===== src/rtl/if_stage.sv =====
// Instruction-fetch stage: owns the PC, registers the fetched word into IF/ID,
// and applies the redirect > stall > advance priority plus bubble insertion.
module if_stage #(
  parameter logic [31:0] RESET_PC  = 32'h0000_0000,
  parameter logic [31:0] NOP_INSTR = 32'h0000_0013
) (
  input  logic        clk,
  input  logic        rst_n,
  input  logic        stall_i,
  input  logic        flush_i,
  input  logic        redirect_i,
  input  logic [31:0] redirect_pc,
  output logic [31:0] pc,
  input  logic [31:0] instr,
  output logic [31:0] ifid_pc,
  output logic [31:0] ifid_pc_plus4,
  output logic [31:0] ifid_instr,
  output logic        ifid_valid,
  output logic [31:0] fetch_cnt
);

  logic [31:0] pc_q, pc_d;
  logic [31:0] ifid_pc_q, ifid_pc_d;
  logic [31:0] ifid_pc_plus4_q, ifid_pc_plus4_d;
  logic [31:0] ifid_instr_q, ifid_instr_d;
  logic        ifid_valid_q, ifid_valid_d;
  logic [31:0] fetch_cnt_q, fetch_cnt_d;
  logic [31:0] pc_plus4;

  assign pc_plus4 = pc_q + 32'd4;

  always_comb begin
    pc_d = pc_q;
    if (redirect_i) begin
      pc_d = {redirect_pc[31:2], 2'b00};
    end else if (!stall_i) begin
      pc_d = pc_plus4;
    end
  end

  // A bubble overrides stall so a stalled slot can still be squashed.
  always_comb begin
    ifid_pc_d       = ifid_pc_q;
    ifid_pc_plus4_d = ifid_pc_plus4_q;
    ifid_instr_d    = ifid_instr_q;
    ifid_valid_d    = ifid_valid_q;
    fetch_cnt_d     = fetch_cnt_q;
    if (redirect_i || flush_i) begin
      ifid_instr_d = NOP_INSTR;
      ifid_valid_d = 1'b0;
    end else if (!stall_i) begin
      ifid_pc_d       = pc_q;
      ifid_pc_plus4_d = pc_plus4;
      ifid_instr_d    = instr;
      ifid_valid_d    = 1'b1;
      fetch_cnt_d     = fetch_cnt_q + 32'd1;
    end
  end

  always_ff @(posedge clk or negedge rst_n) begin
    if (!rst_n) begin
      pc_q            <= RESET_PC;
      ifid_pc_q       <= '0;
      ifid_pc_plus4_q <= '0;
      ifid_instr_q    <= NOP_INSTR;
      ifid_valid_q    <= 1'b0;
      fetch_cnt_q     <= '0;
    end else begin
      pc_q            <= pc_d;
      ifid_pc_q       <= ifid_pc_d;
      ifid_pc_plus4_q <= ifid_pc_plus4_d;
      ifid_instr_q    <= ifid_instr_d;
      ifid_valid_q    <= ifid_valid_d;
      fetch_cnt_q     <= fetch_cnt_d;
    end
  end

  assign pc            = pc_q;
  assign ifid_pc       = ifid_pc_q;
  assign ifid_pc_plus4 = ifid_pc_plus4_q;
  assign ifid_instr    = ifid_instr_q;
  assign ifid_valid    = ifid_valid_q;
  assign fetch_cnt     = fetch_cnt_q;

endmodule


===== config.mk =====
export PLATFORM = sky130hd
export DESIGN_NAME = if_stage
export DESIGN_NICKNAME = d
export VERILOG_FILES = /design/src/rtl/if_stage.sv
export SDC_FILE = /design/constraint.sdc
export NUM_CORES = 1
export LEC_CHECK = 0
export CAP_MARGIN = 25
export CORE_MARGIN = 3
export CORE_UTILIZATION = 63
export CTS_CLUSTER_SIZE = 10
export DETAILED_ROUTE_END_ITERATION = 8
export DONT_BUFFER_PORTS = 1
export MAX_ROUTING_LAYER = met4
export PLACE_DENSITY = 0.9
export SKIP_LAST_GASP = 1
export SYNTH_ARGS = -nofsm -noshare
export SYNTH_HDL_FRONTEND = slang
export SYNTH_SLANG_ARGS = --single-unit
export TNS_END_PERCENT = 100

===== constraint.sdc =====
create_clock -name clk -period 2.7 [get_ports clk]
set_input_delay 0.27 -clock clk [delete_from_list [all_inputs] [get_ports clk]]
set_output_delay 0.27 -clock clk [all_outputs]
set_load 0.01 [all_outputs]

==> results_dict.tcl, run 1 <==
set metrics [dict create \
    status "finished, violations left" \
    failed_checks "hold timing" \
    max_cap_violations 0 \
    async_reset_ff_share_pct 100 \
    reg2reg_depth 8 \
    r2r_slack_ns 0.10 \
    finalInstanceArea_um2 8280 \
    period_share_pct 96.3 \
    total_power_mw 5.75 \
    rsz0062_at_grt "no" \
    core_um2 10600 \
    portBuffers 0 \
    final_cell_mix "nand2_1 (181), dfrtp_1 (150), dlygate4sd3_1 (65)" \
    antenna_cells 0 \
    worst_slew_pin_slew_ns 0.959 \
    cts.reportedPaths.clkPinSlew_ns 0.07 \
    setup_slack_ns 0.101 \
    grt_pass1_vias 5610 \
    dp_slack_ns 0.322 \
    synthAdderAreaFrac_pct 0.357 \
    synth_seq_area_share_pct 55.4 \
    finalMaxSlewViolations 0 \
    gr-total-overflow 0 \
    clkLatencyLatePin_ns 0.53 \
    clock_sinks 155 \
    drtAntennaViolNets 0 \
    synth_seq_cells 155 \
    cts_root_buf "clkbuf_8" \
    arrival_ns 3.00 \
    powerDensity_nw_per_um2 694 \
    cp_max_fo 16 \
    totalWireLength_um 18700 \
    synth_area_um2 7010 \
    ir_worst_vdd_mv 0.372 \
    die_w_um 111 \
    drive_gt1_share_pct 7.75 \
    postSynthCellCount 702 \
    cts_made_buffers 17 \
    synth_simple_gate_area_share_pct 20.8 \
    yosysWarnings 0 \
    worstSetupPathType "reg2reg" \
    drc_errors 0 \
    initial_core_util_pct 66.4 \
    fin_crit_ns 2.60 \
    dieArea_um2 12400 \
    fmax_ghz 0.385 \
    drt_iter0_drc 631 \
    r2r_start "pc[2]" \
    cts_buffer_depth 2 \
    grt_pass1_wl_um 30000 \
    synthToLayoutAreaGrowth_pct 18.2 \
    synth.avg_cell_area_um2 9.98 \
    die_h_um 111 \
    r2r-end "pc[30]" \
    hold_viol 155 \
    crit_path_end_kind "flip-flop" \
    yosysUniqueCellTypes 44 \
    cts-hold-fix-buffers 66 \
    globalplace.congestion 0.891 \
    wl_per_cell_um 20.9 \
    fin_skew_ns 0.0106 \
    crit_end "pc[30]" \
    final_common_cell "nand2_1" \
    ys.flop_type "dfrtp_1" \
    dp_hpwl_um 11600 \
    cp-start-kind "flip-flop" \
    hold_ws_ns -0.562 \
    cts_tree "done" \
    synth-compound-area-share_pct 8.44 \
    rows 37 \
    required_ns 3.10 \
    nets 819 \
    muxShareOfSynthArea_pct 0.446 \
    setup_violations 0 \
    io_pins 230 \
    final.setup.tns_ns 0 \
    firstDrtPassIters 5 \
    vias 5518 \
    place_area_um2 7030 \
    synth_edf_count 0 \
    synthXorXnorAreaFrac_pct 10.9 \
    cp-startpoint "pc[2]" \
    relSlewSlack_pct 36.1 \
    synth_top_family_by_area "simple AND/OR/NAND/NOR gates" \
    antenna_found_initial 0 \
    htreeDepth 4 \
    grt.total_usage_pct 31.1 \
    leakage_nw 3.72 \
    min_path_type "in2async" \
    via_per_inst 6.15 \
    grt_max_degree 156 \
]
[metal layers]
layer / up-vias / track usage, % / share of wire (%) / routed length [um]
li1: 2445 / - / - / -
met1: 2667 / 37.0 / 38 / 7060
met2: 372 / 50.6 / 50 / 9430
met3: 34 / 10.3 / 10 / 1910
met4: 0 / 9.41 / 1.7 / 316
met5: - / - / 0 / 0
[sequential cells by signal, summed over array words and instances (netlist names)]
| name | cells |
|---|---|
| fetch_cnt | 32 |
| ifid_instr | 32 |
| ifid_pc_plus4 | 30 |
| ifid_pc | 30 |
| pc | 30 |
| ifid_valid | 1 |
[timing repair]
item                                    4_1_cts  5_1_grt
endpoints found under the setup margin        0        1
setup buffers                                 0        0
endpoints found under the hold margin       219      155
gates resized for setup                       0        2
[Yosys cell counts (7+ instances only)]
library cell / n / share of area [%]
nand4_1: 27 / 2.4
o21ai_0: 54 / 3.9
nor2_1: 21 / 1.1
buf_4: 7 / 0.75
nand3_1: 23 / 1.6
nor3_1: 10 / 0.71
nand2_1: 181 / 9.7
xnor2_1: 49 / 6.1
dfrtp_1: 152 / 54
and4_1: 7 / 0.87
clkbuf_1: 41 / 2.2
xor2_1: 38 / 4.7
a22o_1: 29 / 3.6
[power breakdown]
| part | switching, mW | total, mW | internal [mW] | leakage [nW] |
|---|---|---|---|---|
| clock | 0.999 | 2.24 | 1.24 | 0.272 |
| combinational | 0.265 | 0.517 | 0.252 | 1.45 |
| sequential | 0.423 | 2.99 | 2.57 | 2.00 |
[worst max-delay path, cell delays in order (launching register included)]
cell and delay (ns):
dfrtp_2 0.50, ha_1 0.28, nand2_1 0.21, nor4_4 0.26, buf_4 0.26, nand4_1 0.15, xor2_1 0.19, o21ai_1 0.07
dlygate4sd3_1 0.55
[cell families (layout without fill, tap and decap cells)]
logic type / count (synthesis) / after routing
other cells: 1 / 6
fa+ha+maj: 2 / 2
flops: 155 / 155
xor+xnor: 87 / 87
compound gates: 93 / 93
mux: 3 / 3
simple gates: 304 / 304
buf+inv: 57 / 111
[final cells by class]
class / instances / area, um2
clock inverters: 15 / 138
fillers: 584 / 2270
multi-input cells: 495 / 2900
well taps: 136 / 170
inverters: 4 / 15.0
flip-flops and latches: 155 / 3880
repair buffers: 75 / 758
clock buffers: 17 / 414
[stage by stage]
step / cells / hold WS, ns / util (%)
2_1_floorplan: 707 / -0.0256 / -
3_3_place_gp: 798 / -0.0223 / 66.6
3_5_place_dp: 798 / -0.0224 / 66.6
4_1_cts: 896 / -0.587 / 78.2
5_1_grt: 897 / -0.595 / 78.5
6_report: 897 / -0.562 / 78.5
[worst min-delay path by stage]
stage          start      endpoint  slack (ns)  cells past startpoint
3_3_place_gp   rst_n   ifid_pc[30]       -0.02                      0
3_5_place_dp   rst_n   ifid_pc[25]       -0.02                      0
2_1_floorplan  rst_n  fetch_cnt[0]       -0.03                      0
6_report       rst_n   ifid_pc[25]       -0.56                      0
4_1_cts        rst_n        pc[20]       -0.59                      0
5_1_grt        rst_n        pc[20]       -0.59                      0
Note: power is estimated with default switching activity, not from simulation.
==> run 2, diff against run 1 <==
Settings changed: CORE_UTILIZATION 63 to 55, MAX_ROUTING_LAYER met4 to default, PLACE_DENSITY 0.9 to 0.81.
Clock period 2.7 ns to 2.4 ns, I/O delays scaled along.
==> results_dict.tcl, run 2 (synthesis gave the netlist of run 1 again) <==
set metrics [dict create \
    io_pins 230 \
    drc_errors 0 \
    dp_hpwl_um 12200 \
    cts.reportedPaths.clkPinSlew_ns 0.07 \
    final_cell_mix "nand2_1 (181), dfrtp_1 (152), dlygate4sd3_1 (64)" \
    arrival_ns 2.43 \
    max_cap_violations 0 \
    min_path_type "in2async" \
    worst_slew_pin_slew_ns 0.743 \
    fmax_ghz 0.467 \
    postCtsResizedCells 0 \
    required_ns 2.69 \
    die_w_um 119 \
    firstDrtPassIters 5 \
    cts_buffer_depth 2 \
    htreeDepth 4 \
    dp.cells 845 \
    totalWireLength_um 19100 \
    total_power_mw 6.65 \
    antenna_cells 0 \
    place_area_um2 7180 \
    core_um2 12200 \
    drt_iter0_drc 355 \
    fin_skew_ns 0.0113 \
    finalInstanceArea_um2 8420 \
    gr-total-overflow 0 \
    clkLatencyLatePin_ns 0.42 \
    portBuffers 0 \
    initial_core_util_pct 57.4 \
    rows 40 \
    leakage_nw 3.79 \
    vias 5510 \
    cts_made_buffers 17 \
    globalplace.congestion 0.805 \
    clock_sinks 155 \
    powerDensity_nw_per_um2 790 \
    period_share_pct 89.2 \
    hold_ws_ns -0.492 \
    worstSetupPathType "reg2reg" \
    antenna_found_initial 0 \
    drive_gt1_share_pct 9.17 \
    grt.total_usage_pct 27.5 \
    cp-start-kind "flip-flop" \
    drtAntennaViolNets 0 \
    grt_pass1_wl_um 30800 \
    cts_setup_buffers 0 \
    hold_viol 155 \
    stdcell_count 942 \
    grt_pass1_vias 5750 \
    fin_crit_ns 2.14 \
    cts_root_buf "clkbuf_16" \
    setup_violations 0 \
    synthToLayoutAreaGrowth_pct 20.2 \
    status "finished, violations left" \
    cts-hold-fix-buffers 65 \
    wl_per_cell_um 20.3 \
    dieArea_um2 14100 \
    final.setup.tns_ns 0 \
    ir_worst_vdd_mv 0.425 \
    final_common_cell "nand2_1" \
    relSlewSlack_pct 50.5 \
    cp_max_fo 5 \
    crit_path_end_kind "flip-flop" \
    rsz0062_at_grt "no" \
    via_per_inst 5.85 \
    nets 832 \
    grt_max_degree 156 \
    die_h_um 119 \
    failed_checks "hold timing" \
    cts_tree "done" \
    finalMaxSlewViolations 0 \
]
run 2: cell types whose count changed in the layout (fill, tap and decap cells not counted), sizes merged:
cell / change
inv: +2
buf: +14
clkinvlp: -1
clkinv: -1
dlygate4sd3: -1
run 2: per-layer routing:
| layer | track usage, % | share of wire, % | up-vias |
|---|---|---|---|
| li1 | - | - | 2475 |
| met3 | 10.1 | 9.5 | 40 |
| met2 | 46.5 | 50 | 308 |
| met5 | 0 | 0 | - |
| met4 | 9.92 | 2.4 | 0 |
| met1 | 32.3 | 38 | 2687 |
run 2: cell type report:
type	count	area, um2
flip-flops and latches	155	3880
fillers	895	3790
multi-input cells	495	2900
repair buffers	88	833
clock buffers	17	425
well taps	168	210
clock inverters	15	153
inverters	4	15.0
run 2: final timing paths:
kind,start,to,slack (ns),cells past startpoint
hold reg to reg,fetch_cnt[31],fetch_cnt[31],0.54,1
setup reg to reg,fetch_cnt[1],fetch_cnt[26],0.26,6
setup / recovery,fetch_cnt[1],fetch_cnt[26],0.26,6
max in group asynchronous,rst_n,fetch_cnt[3],2.67,0
hold / removal,rst_n,fetch_cnt[27],-0.49,0
min in group clk,stall_i,pc[2],0.05,2
run 2: metrics by stage:
step	utilization (%)	hold slack, ns	worst slack, ns
floorplan	-	-0.0556	0.346
CTS	69.0	-0.513	0.196
global route	69.0	-0.516	0.0862
finish	69.0	-0.492	0.260
global placement	58.8	-0.0525	0.353
detailed placement	58.8	-0.0523	0.223
run 2: critical path: stages (launching register included):
cell     delay (ns)
dfrtp_1        0.36
ha_1           0.14
or4b_4         0.49
nor4_4         0.45
and2b_1        0.26
nand4_1        0.15
xnor2_1        0.17
run 2: report_power, final:
part           switching, mW  internal, mW
clock network           1.17          1.47
registers              0.399          2.89
logic                  0.386         0.330
total                   1.96          4.69
